**config.mk**
```make
export PLATFORM = sky130hd
export DESIGN_NAME = ksa_shuffle_flat
export DESIGN_NICKNAME = d
export VERILOG_FILES = /design/src/rtl/ksa_shuffle_if.sv /design/src/rtl/ksa_shuffle.sv /design/src/flat_wrapper.sv
export SDC_FILE = /design/constraint.sdc
export NUM_CORES = 1
export LEC_CHECK = 0
export ABC_CLOCK_PERIOD_IN_PS = 2700
export CAP_MARGIN = 20
export CORE_MARGIN = 4
export CORE_UTILIZATION = 46
export DETAILED_ROUTE_END_ITERATION = 8
export GPL_TIMING_DRIVEN = 0
export HOLD_SLACK_MARGIN = 0.03
export PLACE_DENSITY = 0.76
export SETUP_SLACK_MARGIN = 0.3
export SLEW_MARGIN = 40
export SYNTH_ARGS = -nofsm -noshare
export SYNTH_HDL_FRONTEND = slang
export SYNTH_SLANG_ARGS = --single-unit
```
**constraint.sdc**
```tcl
create_clock -name clk -period 2.7 [get_ports clk]
set_input_delay 0.54 -clock clk [delete_from_list [all_inputs] [get_ports clk]]
set_output_delay 0.54 -clock clk [all_outputs]
set_load 0.05 [all_outputs]
```
**src/rtl/ksa_shuffle_if.sv**
```systemverilog
// Working-memory port of the RC4 key-scheduling block: address/write bus out, read data back.
// master = shuffle engine, slave = memory_handler side.
interface ksa_shuffle_if;
    logic [7:0] address_shuffle;
    logic [7:0] data_shuffle;
    logic       wren_shuffle;
    logic [1:0] mem_sel_shuffle;
    logic [7:0] output_data_shuffle;

    modport master (
        output address_shuffle,
        output data_shuffle,
        output wren_shuffle,
        output mem_sel_shuffle,
        input  output_data_shuffle
    );

    modport slave (
        input  address_shuffle,
        input  data_shuffle,
        input  wren_shuffle,
        input  mem_sel_shuffle,
        output output_data_shuffle
    );
endinterface

```
**src/rtl/ksa_shuffle.sv**
```systemverilog
// RC4 key-scheduling swap loop over a 256-byte working memory; KSA_SHUFFLE_DBG_EN adds dbg_i/dbg_j/dbg_state.
// 8 cycles per i (two 2-edge reads, two 1-cycle writes), DONE 2048 cycles after leaving IDLE; no backpressure, memory assumed always ready.
module ksa_shuffle (
    input  logic                 clk,
    input  logic                 reset,
    input  logic                 start_shuffle,
    input  logic [23:0]          secret_key,
    output logic                 done_shuffle,
    ksa_shuffle_if.master        mem_bus
`ifdef KSA_SHUFFLE_DBG_EN
    ,
    output logic [7:0]           dbg_i,
    output logic [7:0]           dbg_j,
    output logic [3:0]           dbg_state
`endif
);

    typedef enum logic [3:0] {
        IDLE     = 4'd0,
        RD_SI    = 4'd1,
        WAIT_SI  = 4'd2,
        LATCH_SI = 4'd3,
        RD_SJ    = 4'd4,
        WAIT_SJ  = 4'd5,
        LATCH_SJ = 4'd6,
        WR_SI    = 4'd7,
        WR_SJ    = 4'd8,
        DONE     = 4'd9
    } state_t;

    state_t     state_q, state_d;
    logic [7:0] i_q, i_d;
    logic [7:0] j_q, j_d;
    logic [1:0] k_q, k_d;
    logic [7:0] si_q, si_d;
    logic [7:0] sj_q, sj_d;
    logic [7:0] key_byte;

    always_ff @(posedge clk or posedge reset) begin
        if (reset) begin
            state_q <= IDLE;
            i_q     <= 8'd0;
            j_q     <= 8'd0;
            k_q     <= 2'd0;
            si_q    <= 8'd0;
            sj_q    <= 8'd0;
        end else begin
            state_q <= state_d;
            i_q     <= i_d;
            j_q     <= j_d;
            k_q     <= k_d;
            si_q    <= si_d;
            sj_q    <= sj_d;
        end
    end

    // Key byte 0 is the most significant byte of secret_key.
    always_comb begin
        key_byte = secret_key[7:0];
        case (k_q)
            2'd0:    key_byte = secret_key[23:16];
            2'd1:    key_byte = secret_key[15:8];
            default: key_byte = secret_key[7:0];
        endcase
    end

    always_comb begin
        state_d = state_q;
        i_d     = i_q;
        j_d     = j_q;
        k_d     = k_q;
        si_d    = si_q;
        sj_d    = sj_q;
        case (state_q)
            IDLE: begin
                if (start_shuffle) begin
                    state_d = RD_SI;
                    i_d     = 8'd0;
                    j_d     = 8'd0;
                    k_d     = 2'd0;
                end
            end
            RD_SI:   state_d = WAIT_SI;
            WAIT_SI: state_d = LATCH_SI;
            LATCH_SI: begin
                si_d    = mem_bus.output_data_shuffle;
                j_d     = j_q + mem_bus.output_data_shuffle + key_byte;
                state_d = RD_SJ;
            end
            RD_SJ:   state_d = WAIT_SJ;
            WAIT_SJ: state_d = LATCH_SJ;
            LATCH_SJ: begin
                sj_d    = mem_bus.output_data_shuffle;
                state_d = WR_SI;
            end
            WR_SI:   state_d = WR_SJ;
            WR_SJ: begin
                if (i_q == 8'hFF) begin
                    state_d = DONE;
                end else begin
                    i_d     = i_q + 8'd1;
                    k_d     = (k_q == 2'd2) ? 2'd0 : k_q + 2'd1;
                    state_d = RD_SI;
                end
            end
            DONE: begin
                if (!start_shuffle) state_d = IDLE;
            end
            default: state_d = IDLE;
        endcase
    end

    // Address is held through wait/latch so the two-edge read pipeline sees a stable index.
    always_comb begin
        mem_bus.address_shuffle = 8'd0;
        mem_bus.data_shuffle    = 8'd0;
        mem_bus.wren_shuffle    = 1'b0;
        mem_bus.mem_sel_shuffle = 2'b00;
        done_shuffle            = 1'b0;
        case (state_q)
            RD_SI, WAIT_SI, LATCH_SI: begin
                mem_bus.address_shuffle = i_q;
                mem_bus.mem_sel_shuffle = 2'b01;
            end
            RD_SJ, WAIT_SJ, LATCH_SJ: begin
                mem_bus.address_shuffle = j_q;
                mem_bus.mem_sel_shuffle = 2'b01;
            end
            WR_SI: begin
                mem_bus.address_shuffle = i_q;
                mem_bus.data_shuffle    = sj_q;
                mem_bus.wren_shuffle    = 1'b1;
                mem_bus.mem_sel_shuffle = 2'b01;
            end
            WR_SJ: begin
                mem_bus.address_shuffle = j_q;
                mem_bus.data_shuffle    = si_q;
                mem_bus.wren_shuffle    = 1'b1;
                mem_bus.mem_sel_shuffle = 2'b01;
            end
            DONE:    done_shuffle = 1'b1;
            default: done_shuffle = 1'b0;
        endcase
    end

`ifdef KSA_SHUFFLE_DBG_EN
    assign dbg_i     = i_q;
    assign dbg_j     = j_q;
    assign dbg_state = state_q;
`endif

endmodule

```
**src/flat_wrapper.sv**
```systemverilog
// flat-port wrapper written by rule: the top's interface ports become plain ports
module ksa_shuffle_flat 
  (clk, reset, start_shuffle, secret_key, done_shuffle, mem_bus_address_shuffle, mem_bus_data_shuffle, mem_bus_wren_shuffle, mem_bus_mem_sel_shuffle, mem_bus_output_data_shuffle);
  ksa_shuffle_if mem_bus_i ();
  input  logic clk;
  input  logic reset;
  input  logic start_shuffle;
  input  logic [23:0] secret_key;
  output logic done_shuffle;
  output wire logic [$bits(mem_bus_i.address_shuffle)-1:0] mem_bus_address_shuffle;
  output wire logic [$bits(mem_bus_i.data_shuffle)-1:0] mem_bus_data_shuffle;
  output wire logic [$bits(mem_bus_i.wren_shuffle)-1:0] mem_bus_wren_shuffle;
  output wire logic [$bits(mem_bus_i.mem_sel_shuffle)-1:0] mem_bus_mem_sel_shuffle;
  input wire logic [$bits(mem_bus_i.output_data_shuffle)-1:0] mem_bus_output_data_shuffle;
  assign mem_bus_address_shuffle = mem_bus_i.address_shuffle;
  assign mem_bus_data_shuffle = mem_bus_i.data_shuffle;
  assign mem_bus_wren_shuffle = mem_bus_i.wren_shuffle;
  assign mem_bus_mem_sel_shuffle = mem_bus_i.mem_sel_shuffle;
  assign mem_bus_i.output_data_shuffle = mem_bus_output_data_shuffle;
  ksa_shuffle u_core (.clk(clk), .reset(reset), .start_shuffle(start_shuffle), .secret_key(secret_key), .done_shuffle(done_shuffle), .mem_bus(mem_bus_i));
endmodule
```
==> flow_summary.ini, run 1 <==
[cells_and_area]
n_antenna_cell = 0
stdcell_count = 442
nets = 419
final_common_cell = dfrtp_1
syn2layout_area_growth_pct = 45.2
fillers = 404
final_cell_mix = 37 x dfrtp_1, 32 x clkdlybuf4s50_1, 30 x inv_1
drive_gt1_frac = 0.314
regArea_um2 = 952
multi_input_area_um2 = 1570

[logic_synthesis]
synth_area_um2 = 2600
ys_seq_elements = 38
synth_enable_flop_cells = 0
async_reset_ff_frac = 1.00
synthCells = 281
synth.distinct_cells = 46
yosysSeqAreaShare = 0.366
ys.warnings.count = 0
synth_top_flop_cell = dfrtp_1
syn-num-nets = 331
avgSynthCellArea_um2 = 9.24

[cts]
cts_buffers = 5
cts_tree = done
clk_latency_ps = 300
clock-sinks = 38
htree_levels = 2
clk_pin_slew_worst_paths_ps = 80
clock_path_buffers = 2
root_buffer = clkbuf_8

[timing]
slew_headroom = 0.518
rsz0062_at_grt = true
finalHoldViolations = 0
layout_min_cycle_time_ps = 2720
setup_viol = 1
fin_crit_sh = 1.01
final.setup.worst_slack_ps = -16.9
finClkSkew_ps = 4.33
report.final.slew_viol_count = 0
worst_pin_slew_ps = 723
timing.fmax_mhz = 368

[pwr]
netSwitchingFraction = 0.446
ir_drop_mv = 0.575
power_density_nw_per_um2 = 1180
seq_power_share = 0.226
total_power_w = 0.00446
clock_power_share = 0.133
intPower_w = 0.00247
power_switching_w = 0.00199
p_leak_nw = 1.80
power_frac_comb = 0.641

[route]
ant_nets = 0
routed_wl_um = 6870
drtPass1Iterations = 4
wl_per_cell_um = 15.5
avgViaCountPerCell = 5.19
drc_errors = 0
vias = 2293
drt_iter0_drc = 117

[floorplanning]
die_w_um = 83.1
start_util = 0.472
dieArea_um2 = 6910
rows = 27
io_pins = 55
core_um2 = 5510
dieHeight_um = 83.1

[outcome]
outcome = finished, violations left
failed_checks = setup timing

[placed_design]
dp.cells = 407
gp_congestion = 0.810
post-dp-hpwl_um = 4690
port_buffers = 53

[global_route]
antenna_found_initial = 0
first_global_vias = 2237
gr-usage-all-layers = 0.189
grt_max_degree = 23
grt_pass1_wl_um = 10700
grt_overflow = 0

[worst_setup_path]
crit_fanout = 6
worstPathArrival_ps = 2890
cp-start-kind = flip-flop
crit_required_ps = 2870
end_kind = flip-flop
path_class = reg2reg

[flow_run]
cap_violations = 0

[hold_path]
hold_path_class = reg2reg
## worst max-delay path: stages (launching register included)
cell and delay, ps:
dfrtp_1 410, buf_8 140, buf_4 130, mux2i_1 110
nor2_1 100, a21oi_1 70, fa_1 360, inv_1 70
ha_2 180, inv_2 40, fa_2 340, nand2b_4 160
a21oi_4 150, o22ai_2 110, xnor2_1 140, o22ai_1 90
## path summary, 6_finish.rpt
check | startpoint | to | slack [ps] | depth (start not counted)
max | u_core.k_q[0] | u_core.j_q[7] | -20 | 15
min | u_core.si_q[5] | u_core.si_q[5] | 490 | 2
max reg2reg | u_core.k_q[0] | u_core.j_q[7] | -20 | 15
min reg2reg | u_core.si_q[5] | u_core.si_q[5] | 490 | 2
max in group asynchronous | reset | u_core.si_q[5] | 1710 | 3
min in group asynchronous | reset | u_core.state_q[0] | 540 | 2
## what timing repair did
action / CTS / global route
buffers inserted: 9 / 16
setup endpoints to repair: 25 / 19
pin swaps: 8 / 16
gates resized for setup: 118 / 46
hold buffers: 0 / 0
gates cloned: 1 / 1
## layout make-up
cell class                      instances  area share
Buffer                                 17      0.0352
Clock inverter                          3      0.0182
Sequential cell                        38       0.252
Tap cell                               72      0.0239
Inverter                               33      0.0328
Timing Repair Buffer                   81       0.204
Multi-Input combinational cell        193       0.415
Clock buffer                            5      0.0182
## cells in the mapped netlist, types with 4 or more instances
cell type,instances,area share
o2111ai_1,4,0.013
a22oi_1,8,0.023
clkbuf_1,6,0.0087
o22ai_1,7,0.017
xnor2_1,7,0.024
a21oi_1,12,0.023
fa_1,8,0.062
a22o_1,11,0.037
o21ai_0,20,0.039
nor2_1,22,0.032
mux2i_1,9,0.035
inv_1,32,0.046
xor2_1,7,0.024
ha_1,7,0.034
buf_2,5,0.0096
mux2_2,10,0.043
nand2_1,31,0.045
dfrtp_1,38,0.37
## metrics by stage
| stage | utilization | worst slack, ps | hold WS, ps | TNS, ps | instance area (um^2) |
|---|---|---|---|---|---|
| 2_1_floorplan | - | 100 | 450 | 0 | 2620 |
| 3_3_place_gp | 0.589 | -410 | 466 | -2090 | 3240 |
| 3_5_place_dp | 0.594 | -434 | 475 | -2250 | 3270 |
| 4_1_cts | 0.633 | -79.3 | 494 | -79.3 | 3490 |
| 5_1_grt | 0.685 | -153 | 525 | -466 | 3770 |
| 6_report | 0.685 | -16.9 | 492 | -16.9 | 3770 |
## power groups by stage
stage | Sequential (W) | Combinational, W | Clock [W]
finish | 0.00101 | 0.00285 | 0.000595
global route | 0.00103 | 0.00315 | 0.000615
CTS | 0.000977 | 0.00257 | 0.000599
detailed placement | 0.000989 | 0.00242 | 0
global placement | 0.000979 | 0.00234 | 0
floorplan | 0.000932 | 0.00190 | 0
## per-layer routing
metal  vias to the layer above  share of wire  global-route usage
li1                       1136              -                   -
met1                      1086           0.42               0.245
met2                        57           0.51               0.319
met3                        14          0.050              0.0367
met4                         0          0.022              0.0594
met5                         -              0                   0
## state kept, by name, indices dropped and copies added (netlist names)
signal,cells
u_core.si_q,8
u_core.i_q,8
u_core.k_q,2
u_core.j_q,8
u_core.state_q,4
u_core.sj_q,8
## logic make-up after synthesis
kind of cell | share of synthesized area
AND/OR/NAND/NOR | 0.144
AO/OA/AOI/OAI | 0.178
buffers and inverters | 0.0862
flip-flops | 0.366
multiplexers | 0.0780
adder cells (fa/ha/maj) | 0.0992
XOR/XNOR | 0.0472
other | 0.00144
Power figures use the tool's default switching activity.
==> run 2, diff against run 1 <==
Settings changed: CORE_MARGIN 4 to unset, CORE_UTILIZATION 46 to 40, PLACE_DENSITY 0.76 to 0.68.
==> run 2 against run 1 <==
The run now ends clean. First-iteration DRC count down 42%. Non-clock buffer count is 14 lower. Maximum frequency grew 0.64%. Combinational power down 5%. Clock-buffer cell count did not move. Worst setup slack improved by 17 ps. Clock skew grew 5.5 ps. Core utilization is 9.9 points lower. Final cell count fell by 2.5%. Register-to-register slack improved by 20 ps. Largest cell class unchanged.
==> flow_summary.ini, run 2 (synthesis gave the netlist of run 1 again) <==
[outcome]
outcome = completed

[route]
drc_errors = 0
ant_nets = 0
drtPass1Iterations = 4
vias = 2264
avgViaCountPerCell = 5.25
routed_wl_um = 6300
wl_per_cell_um = 14.6
drt_iter0_drc = 68

[cts]
cts_buffers = 5
postCtsHoldBufs = 0
clk_pin_slew_worst_paths_ps = 80
root_buffer = clkbuf_8
htree_levels = 2
clock-sinks = 38
clk_latency_ps = 290
cts_tree = done
clock_path_buffers = 2

[pwr]
p_leak_nw = 1.61
ir_drop_mv = 0.595
power_density_nw_per_um2 = 1200

[global_route]
antenna_found_initial = 0
grt_overflow = 0
gr-usage-all-layers = 0.211
grt_pass1_wl_um = 10600
grt_max_degree = 24
first_global_vias = 2179

[floorplanning]
start_util = 0.426
die_w_um = 82.6
io_pins = 55
rows = 28
dieArea_um2 = 6820
core_um2 = 6100
dieHeight_um = 82.6

[cells_and_area]
final_cell_mix = 38 x dfrtp_1, 32 x clkdlybuf4s50_1, 31 x nand2_1
design_area_um2 = 3570
drive_gt1_frac = 0.244
fillers = 582
utilization = 0.586
final_common_cell = dfrtp_1
regArea_um2 = 951
nets = 405
stdcell_count = 431
n_antenna_cell = 0
multi_input_area_um2 = 1490
syn2layout_area_growth_pct = 37.5

[hold_path]
hold_path_class = reg2reg

[timing]
report.final.slew_viol_count = 0
setup_viol = 0
fin_crit_sh = 1.00
layout_min_cycle_time_ps = 2700
hold_slack_ps = 489
rsz0062_at_grt = true
finalHoldViolations = 0
timing.fmax_mhz = 370
worst_pin_slew_ps = 515
slew_headroom = 0.657
finClkSkew_ps = 9.85

[placed_design]
place_area_um2 = 3280
gp_congestion = 0.814
post-dp-hpwl_um = 4670
dp.cells = 410
port_buffers = 53

[worst_setup_path]
end_kind = flip-flop
path_class = reg2reg
crit_required_ps = 2850
worstPathArrival_ps = 2850
cp-start-kind = flip-flop
crit_fanout = 4

[flow_run]
cap_violations = 0
run 2: cell count changes in the layout (fill, tap and decap cells not counted), moves of 2 or more:
cell / change
clkdlybuf4s15_2: +6
a21oi_2: +2
buf_2: -2
o21ai_1: +8
nand2_1: +7
buf_8: -2
buf_6: -9
nand2_4: -6
buf_4: -9
o21ai_2: -7
run 2: final cells by class:
class                           count  area share
Buffer                             17      0.0357
Clock buffer                        5      0.0193
Clock inverter                      3      0.0193
Inverter                           33      0.0347
Multi-Input combinational cell    193       0.418
Sequential cell                    38       0.266
Tap cell                           75      0.0263
Timing Repair Buffer               67       0.180
run 2: where the power goes:
group          switching, W  internal, W
logic               0.00151      0.00120
registers          0.000187     0.000797
clock network      0.000209     0.000370
total               0.00191      0.00236
run 2: worst max-delay path, cell delays in order, from the launching register on:
cell	delay [ps]
dfrtp_1	390
clkbuf_8	140
buf_4	150
mux2i_1	140
nor2_1	80
a21oi_2	130
fa_1	470
fa_2	410
nand2b_4	160
a21oi_4	150
o22ai_2	100
xnor2_1	140
o22ai_1	90
run 2: path summary, 6_finish.rpt:
path,depth (start not counted),slack [ps],startpoint,end
max reg2reg,12,0.4,u_core.k_q[0],u_core.j_q[7]
max in group asynchronous,3,1690,reset,u_core.si_q[6]
min in group asynchronous,2,560,reset,u_core.i_q[7]
min reg2reg,2,490,u_core.si_q[5],u_core.si_q[5]
max,12,0.4,u_core.k_q[0],u_core.j_q[7]
min,2,490,u_core.si_q[5],u_core.si_q[5]
run 2: what timing repair did:
| action | CTS | global route |
|---|---|---|
| pin swaps | 9 | 12 |
| endpoints found under the hold margin | 0 | 0 |
| setup endpoints to repair | 25 | 23 |
| resized for setup | 79 | 30 |
| setup buffers | 9 | 4 |
run 2: per-layer routing:
| metal | track usage | up-vias | wire length, um | part of all wire |
|---|---|---|---|---|
| met1 | 0.273 | 1107 | 2850 | 0.45 |
| met3 | 0.0407 | 6 | 260 | 0.041 |
| met4 | 0.0517 | 0 | 71 | 0.011 |
| li1 | - | 1099 | - | - |
| met5 | 0 | - | 0 | 0 |
| met2 | 0.363 | 52 | 3120 | 0.49 |
run 2: metrics by stage:
step	TNS (ps)	setup slack (ps)	total power (W)
2_1_floorplan	0	100	0.00283
3_3_place_gp	-2750	-433	0.00335
3_5_place_dp	-3090	-458	0.00344
4_1_cts	-42.8	-36.0	0.00417
5_1_grt	-595	-128	0.00463
6_report	0	0.450	0.00427
==> run 3, diff against run 2 <==
Settings changed: CELL_PAD_IN_SITES_DETAIL_PLACEMENT set to 2, CELL_PAD_IN_SITES_GLOBAL_PLACEMENT set to 2, CORE_UTILIZATION 40 to 28, GPL_TIMING_DRIVEN 0 to unset, PLACE_DENSITY 0.68 to unset, PLACE_DENSITY_LB_ADDON set to 0.1.
==> run 3 against run 2 <==
Worst setup slack better by 80 ps. Global-route usage is 4.0 points lower. Routed wire length increased by 22%. Combinational power grew 12%. Final area increased by 3.6%. Critical path depth decreased by 2. Clock-buffer cell count unchanged. Highest routed layer unchanged.
==> flow_summary.ini, run 3 (synthesis gave the netlist of run 1 again) <==
[cells_and_area]
regArea_um2 = 956
fillers = 962
n_antenna_cell = 0
utilization = 0.418
syn2layout_area_growth_pct = 42.5
final_cell_mix = 34 x dfrtp_1, 31 x nand2_1, 28 x inv_1
drive_gt1_frac = 0.284
nets = 398
final_common_cell = dfrtp_1
multi_input_area_um2 = 1530

[timing]
finalHoldViolations = 0
finClkSkew_ps = 10.1
slew_headroom = 0.622
report.final.slew_viol_count = 0
timing.fmax_mhz = 382
fin_crit_sh = 0.970
layout_min_cycle_time_ps = 2620
setup_viol = 0
rsz0062_at_grt = true
final.setup.worst_slack_ps = 80.9
worst_pin_slew_ps = 566

[hold_path]
whs_path_depth = 2
hold_path_class = reg2reg
whs_endpoint = u_core.si_q[4]
min-delay-start = u_core.si_q[4]

[worst_setup_path]
rr_endpoint = u_core.j_q[6]
crit_fanout = 2
rr_worst_depth = 12
cp-startpoint = mem_bus_output_data_shuffle[2]
reg2reg_setup_slack_ps = 100
path_class = in2reg
end_kind = flip-flop
worstPathArrival_ps = 2790
rr_startpoint = u_core.k_q[0]
cp-start-kind = primary input
crit_required_ps = 2870

[placed_design]
gp_congestion = 0.788
post-dp-hpwl_um = 5820
place_ws_ps = -490
port_buffers = 53

[cts]
clock_path_buffers = 2
cts_tree = done
clock-sinks = 38
root_buffer = clkbuf_8
clk_latency_ps = 290
clk_pin_slew_worst_paths_ps = 70
cts_buffers = 5
htree_levels = 2

[route]
drc_errors = 0
avgViaCountPerCell = 4.94
routed_wl_um = 7680
ant_nets = 0
drtPass1Iterations = 4
vias = 2252
drt_iter0_drc = 38
wl_per_cell_um = 16.8

[pwr]
intPower_w = 0.00243
ir_drop_mv = 0.513
p_leak_nw = 1.62
clock_power_share = 0.084
power_switching_w = 0.00207
netSwitchingFraction = 0.460
seq_power_share = 0.243
power_frac_comb = 0.673
power_density_nw_per_um2 = 1220

[floorplanning]
start_util = 0.294
die_w_um = 98.3
io_pins = 55
dieArea_um2 = 9670
rows = 34
core_um2 = 8850
dieHeight_um = 98.3

[global_route]
grt_max_degree = 39
top_usage_layer = met2
gr-usage-all-layers = 0.171
antenna_found_initial = 0
grt_overflow = 0
first_global_vias = 2505
grtUsageMet1 = 0.214
grt_pass1_wl_um = 12900
grtUsageMet3 = 0.0265
use_met2 = 0.313

[outcome]
outcome = completed

[flow_run]
cap_violations = 0
-- run 3: per-stage QoR --
| stage | instances | instance area [um^2] | TNS, ps | hold slack [ps] | total power (W) |
|---|---|---|---|---|---|
| floorplan | 281 | 2620 | 0 | 450 | 0.00283 |
| global placement | 443 | 3480 | -1380 | 476 | 0.00370 |
| detailed placement | 443 | 3480 | -1620 | 486 | 0.00379 |
| CTS | 455 | 3660 | 0 | 504 | 0.00445 |
| global route | 456 | 3700 | -96.2 | 541 | 0.00493 |
| finish | 456 | 3700 | 0 | 496 | 0.00451 |
-- run 3: power by group through the flow --
stage / Combinational, W / Clock [W] / Sequential (W)
after floorplan: 0.00190 / 0 / 0.000932
after global placement: 0.00262 / 0 / 0.00108
after detailed placement: 0.00269 / 0 / 0.00110
after CTS: 0.00295 / 0.000400 / 0.00110
after global routing: 0.00337 / 0.000418 / 0.00114
final: 0.00303 / 0.000380 / 0.00109
-- run 3: worst max-delay path by stage --
stage / cells past startpoint / endpoint / slack (ps)
finish: 10 / u_core.j_q[6] / 80
CTS: 13 / u_core.j_q[7] / 3
global placement: 14 / u_core.j_q[7] / -410
floorplan: 14 / u_core.j_q[7] / 100
global route: 12 / u_core.j_q[6] / -60
detailed placement: 14 / u_core.j_q[7] / -490
-- run 3: layout make-up --
type,instances,area share
multi-input cells,193,0.413
flip-flops and latches,38,0.258
repair buffers,77,0.237
well taps,108,0.0365
inverters,33,0.0335
clock buffers,5,0.0186
clock inverters,2,0.00270
-- run 3: layer usage --
| metal | part of all wire | up-vias |
|---|---|---|
| met5 | 0 | - |
| met4 | 0.0060 | 0 |
| met3 | 0.020 | 4 |
| met2 | 0.52 | 20 |
| met1 | 0.45 | 1142 |
| li1 | - | 1086 |
-- run 3: worst max-delay path, stage by stage --
cell and delay, ps:
clkdlybuf4s50_1 480, inv_1 100, fa_2 620, inv_1 60, ha_1 300, a21o_1 190
a21oi_2 210, o21bai_1 100, mux2i_1 150, nand2_1 60
-- run 3: repair_timing --
| action | in CTS | in global routing |
|---|---|---|
| endpoints found under the setup margin | 22 | 21 |
| buffers inserted | 5 | 1 |
| pin swaps | 13 | 11 |
| resized for setup | 29 | 9 |
| hold buffers | 0 | 0 |
==> variant: new RTL, config.mk and constraints of run 2 <==
The 10 states of `state_t` get a Gray code encoding in 4 bits.
--- a/src/rtl/ksa_shuffle.sv
+++ b/src/rtl/ksa_shuffle.sv
@@ -16,16 +16,16 @@
 );
 
     typedef enum logic [3:0] {
-        IDLE     = 4'd0,
-        RD_SI    = 4'd1,
-        WAIT_SI  = 4'd2,
-        LATCH_SI = 4'd3,
-        RD_SJ    = 4'd4,
-        WAIT_SJ  = 4'd5,
-        LATCH_SJ = 4'd6,
-        WR_SI    = 4'd7,
-        WR_SJ    = 4'd8,
-        DONE     = 4'd9
+        IDLE     = 4'b0000,
+        RD_SI    = 4'b0001,
+        WAIT_SI  = 4'b0011,
+        LATCH_SI = 4'b0010,
+        RD_SJ    = 4'b0110,
+        WAIT_SJ  = 4'b0111,
+        LATCH_SJ = 4'b0101,
+        WR_SI    = 4'b0100,
+        WR_SJ    = 4'b1100,
+        DONE     = 4'b1101
     } state_t;
 
     state_t     state_q, state_d;
Function: same outputs for any inputs over 10 cycles, from zero or initial values and one cycle with reset high; not proved beyond that.
==> variant against run 2 <==
- the run now ends with design-rule violations left
- final cell count up 1.6%
- worst setup slack improved by 110 ps
- design area up 1.7%
- die area is 3.6% higher
- sequential cell count stayed put
- synthesized area grew 3.7%
- highest routed layer unchanged
- total power is 39% lower
- routed wire length grew 5.5%
==> variant: results (changes against run 2) <==
worst vdd ir=0.444 mV (-25%); Adder-Cell Fraction of Synth Area=0.0920 (-0.00722); DRT Pass-1 Iters=6 (+2); crit-path max FO=4 (unchanged); xor/xnor share of the synthesized area=0.0358 (-0.0114); # DRC=8 (+8); WS Path Type=flip-flop to flip-flop; Post-Syn Area per Cell=9.32 um2 (+0.79%); Static Leak=1.76 nW (+9.0%); post-route cell area=0.00363 mm2 (+1.7%); CTS HTree Levels=2 (unchanged); IO buf count=53 (unchanged); NumNets Final=410 (+1.2%); top post-synthesis cells by area=dfrtp_1 (35%), mux2i_1 (7.1%), fa_1 (5.9%); placed insts=420 (+2.4%); routed vias=2318 (+2.4%); outcome=finished with violations; first-pass GRT wire length=11300 um (+6.4%); hold path start=u_core.si_q[2]; syn nets=339 (+2.4%); layout cells sized above 1=0.263 (+0.0188); post-DP HPWL=4790 um (+2.5%); clock root buffer=clkbuf_8; largest buffer count on any clock path=2 (unchanged); Synth Area in Compound Gates=0.147 (-0.0314); crit path from=u_core.k_q[0]; pre-CTS setup slack=-458 ps (+0.250 ps); vias in the first global route=2374 (+8.9%); GRT Overall Usage=0.202 (-0.00972); mux contribution to synthesized area=0.121 (+0.0428); top post-synthesis cells by count=dfrtp_1 (38), inv_1 (33), nor2_1 (24), o21ai_0 (23); placed inst area=0.00337 mm2 (+2.8%); number of DRC markers in iteration 0=118 (+74%); total length of routed wires=6650 um (+5.5%); failing checks=design-rule violations; pin count of the biggest net entering global routing=22 (-8.3%); CP arrival=2750 ps (-100 ps); fillcell total=598 (+2.7%); Switch Pwr=0.00110 W (-42%); skew final=3.87 ps (-5.97 ps); Routed WL per cell=15.2 um (+3.8%); sequential share of the synthesized area=0.353 (-0.0129); gpl congestion=0.868 (+6.6%); Synth cell types=43 (-6.5%)
## variant: routing by layer
layer / vias to the layer above / track usage / share of wire
li1: 1130 / - / -
met1: 1120 / 0.254 / 0.44
met2: 58 / 0.356 / 0.51
met3: 10 / 0.0336 / 0.036
met4: 0 / 0.0549 / 0.018
met5: - / 0 / 0
## variant: power by group through the flow
stage | clock (W) | combinational [W] | sequential [W]
6_report | 0.000423 | 0.00147 | 0.000723
5_1_grt | 0.000449 | 0.00163 | 0.000729
4_1_cts | 0.000431 | 0.00137 | 0.000720
3_5_place_dp | 0 | 0.00126 | 0.000731
3_3_place_gp | 0 | 0.00122 | 0.000729
2_1_floorplan | 0 | 0.000952 | 0.000697
## variant: metrics by stage
step	total power, W	hold slack, ps
after global placement	0.00195	466
after detailed placement	0.00199	475
after global routing	0.00281	522
after CTS	0.00252	494
final	0.00262	495
after floorplan	0.00165	450
## variant: layout make-up
class                           instances  share of cell area
Clock buffer                            6              0.0227
Timing Repair Buffer                   64               0.161
Clock inverter                          2             0.00345
Inverter                               33              0.0341
Multi-Input combinational cell        202               0.457
Tap cell                               77              0.0265
Buffer                                 16              0.0334
Sequential cell                        38               0.262
## variant: kinds of logic after synthesis
logic type,after synthesis
fa+ha+maj,15
simple gates,84
xor+xnor,11
mux,31
compound gates,60
buf+inv,49
other cells,1
flops,38
## variant: critical path, stage by stage (launching register included)
cell and delay (ps):
dfrtp_1 380, buf_6 130, mux2i_1 110, nor2_1 170, a21oi_4 50, fa_1 440
inv_2 80, ha_4 130, inv_2 30, fa_2 330, nand2b_4 160, a21oi_4 150
o22ai_2 110, xnor2_1 140, o21ai_1 70
## variant: final timing paths
check                           depth (start not counted)  slack [ps]           endpoint
max in group asynchronous                               3        1660      u_core.k_q[1]
min in group asynchronous                               2         580  u_core.state_q[0]
worst min-delay path                                    2         500     u_core.si_q[2]
worst max-delay path                                   14         110      u_core.j_q[7]
worst max register to register                         14         110      u_core.j_q[7]
worst min register to register                          2         500     u_core.si_q[2]
## variant: timing repair
| item | in CTS | in global routing |
|---|---|---|
| setup buffers | 5 | 4 |
| cloned | 0 | 1 |
| setup endpoints to repair | 25 | 25 |
| resized for setup | 111 | 36 |
| pin swaps | 14 | 14 |
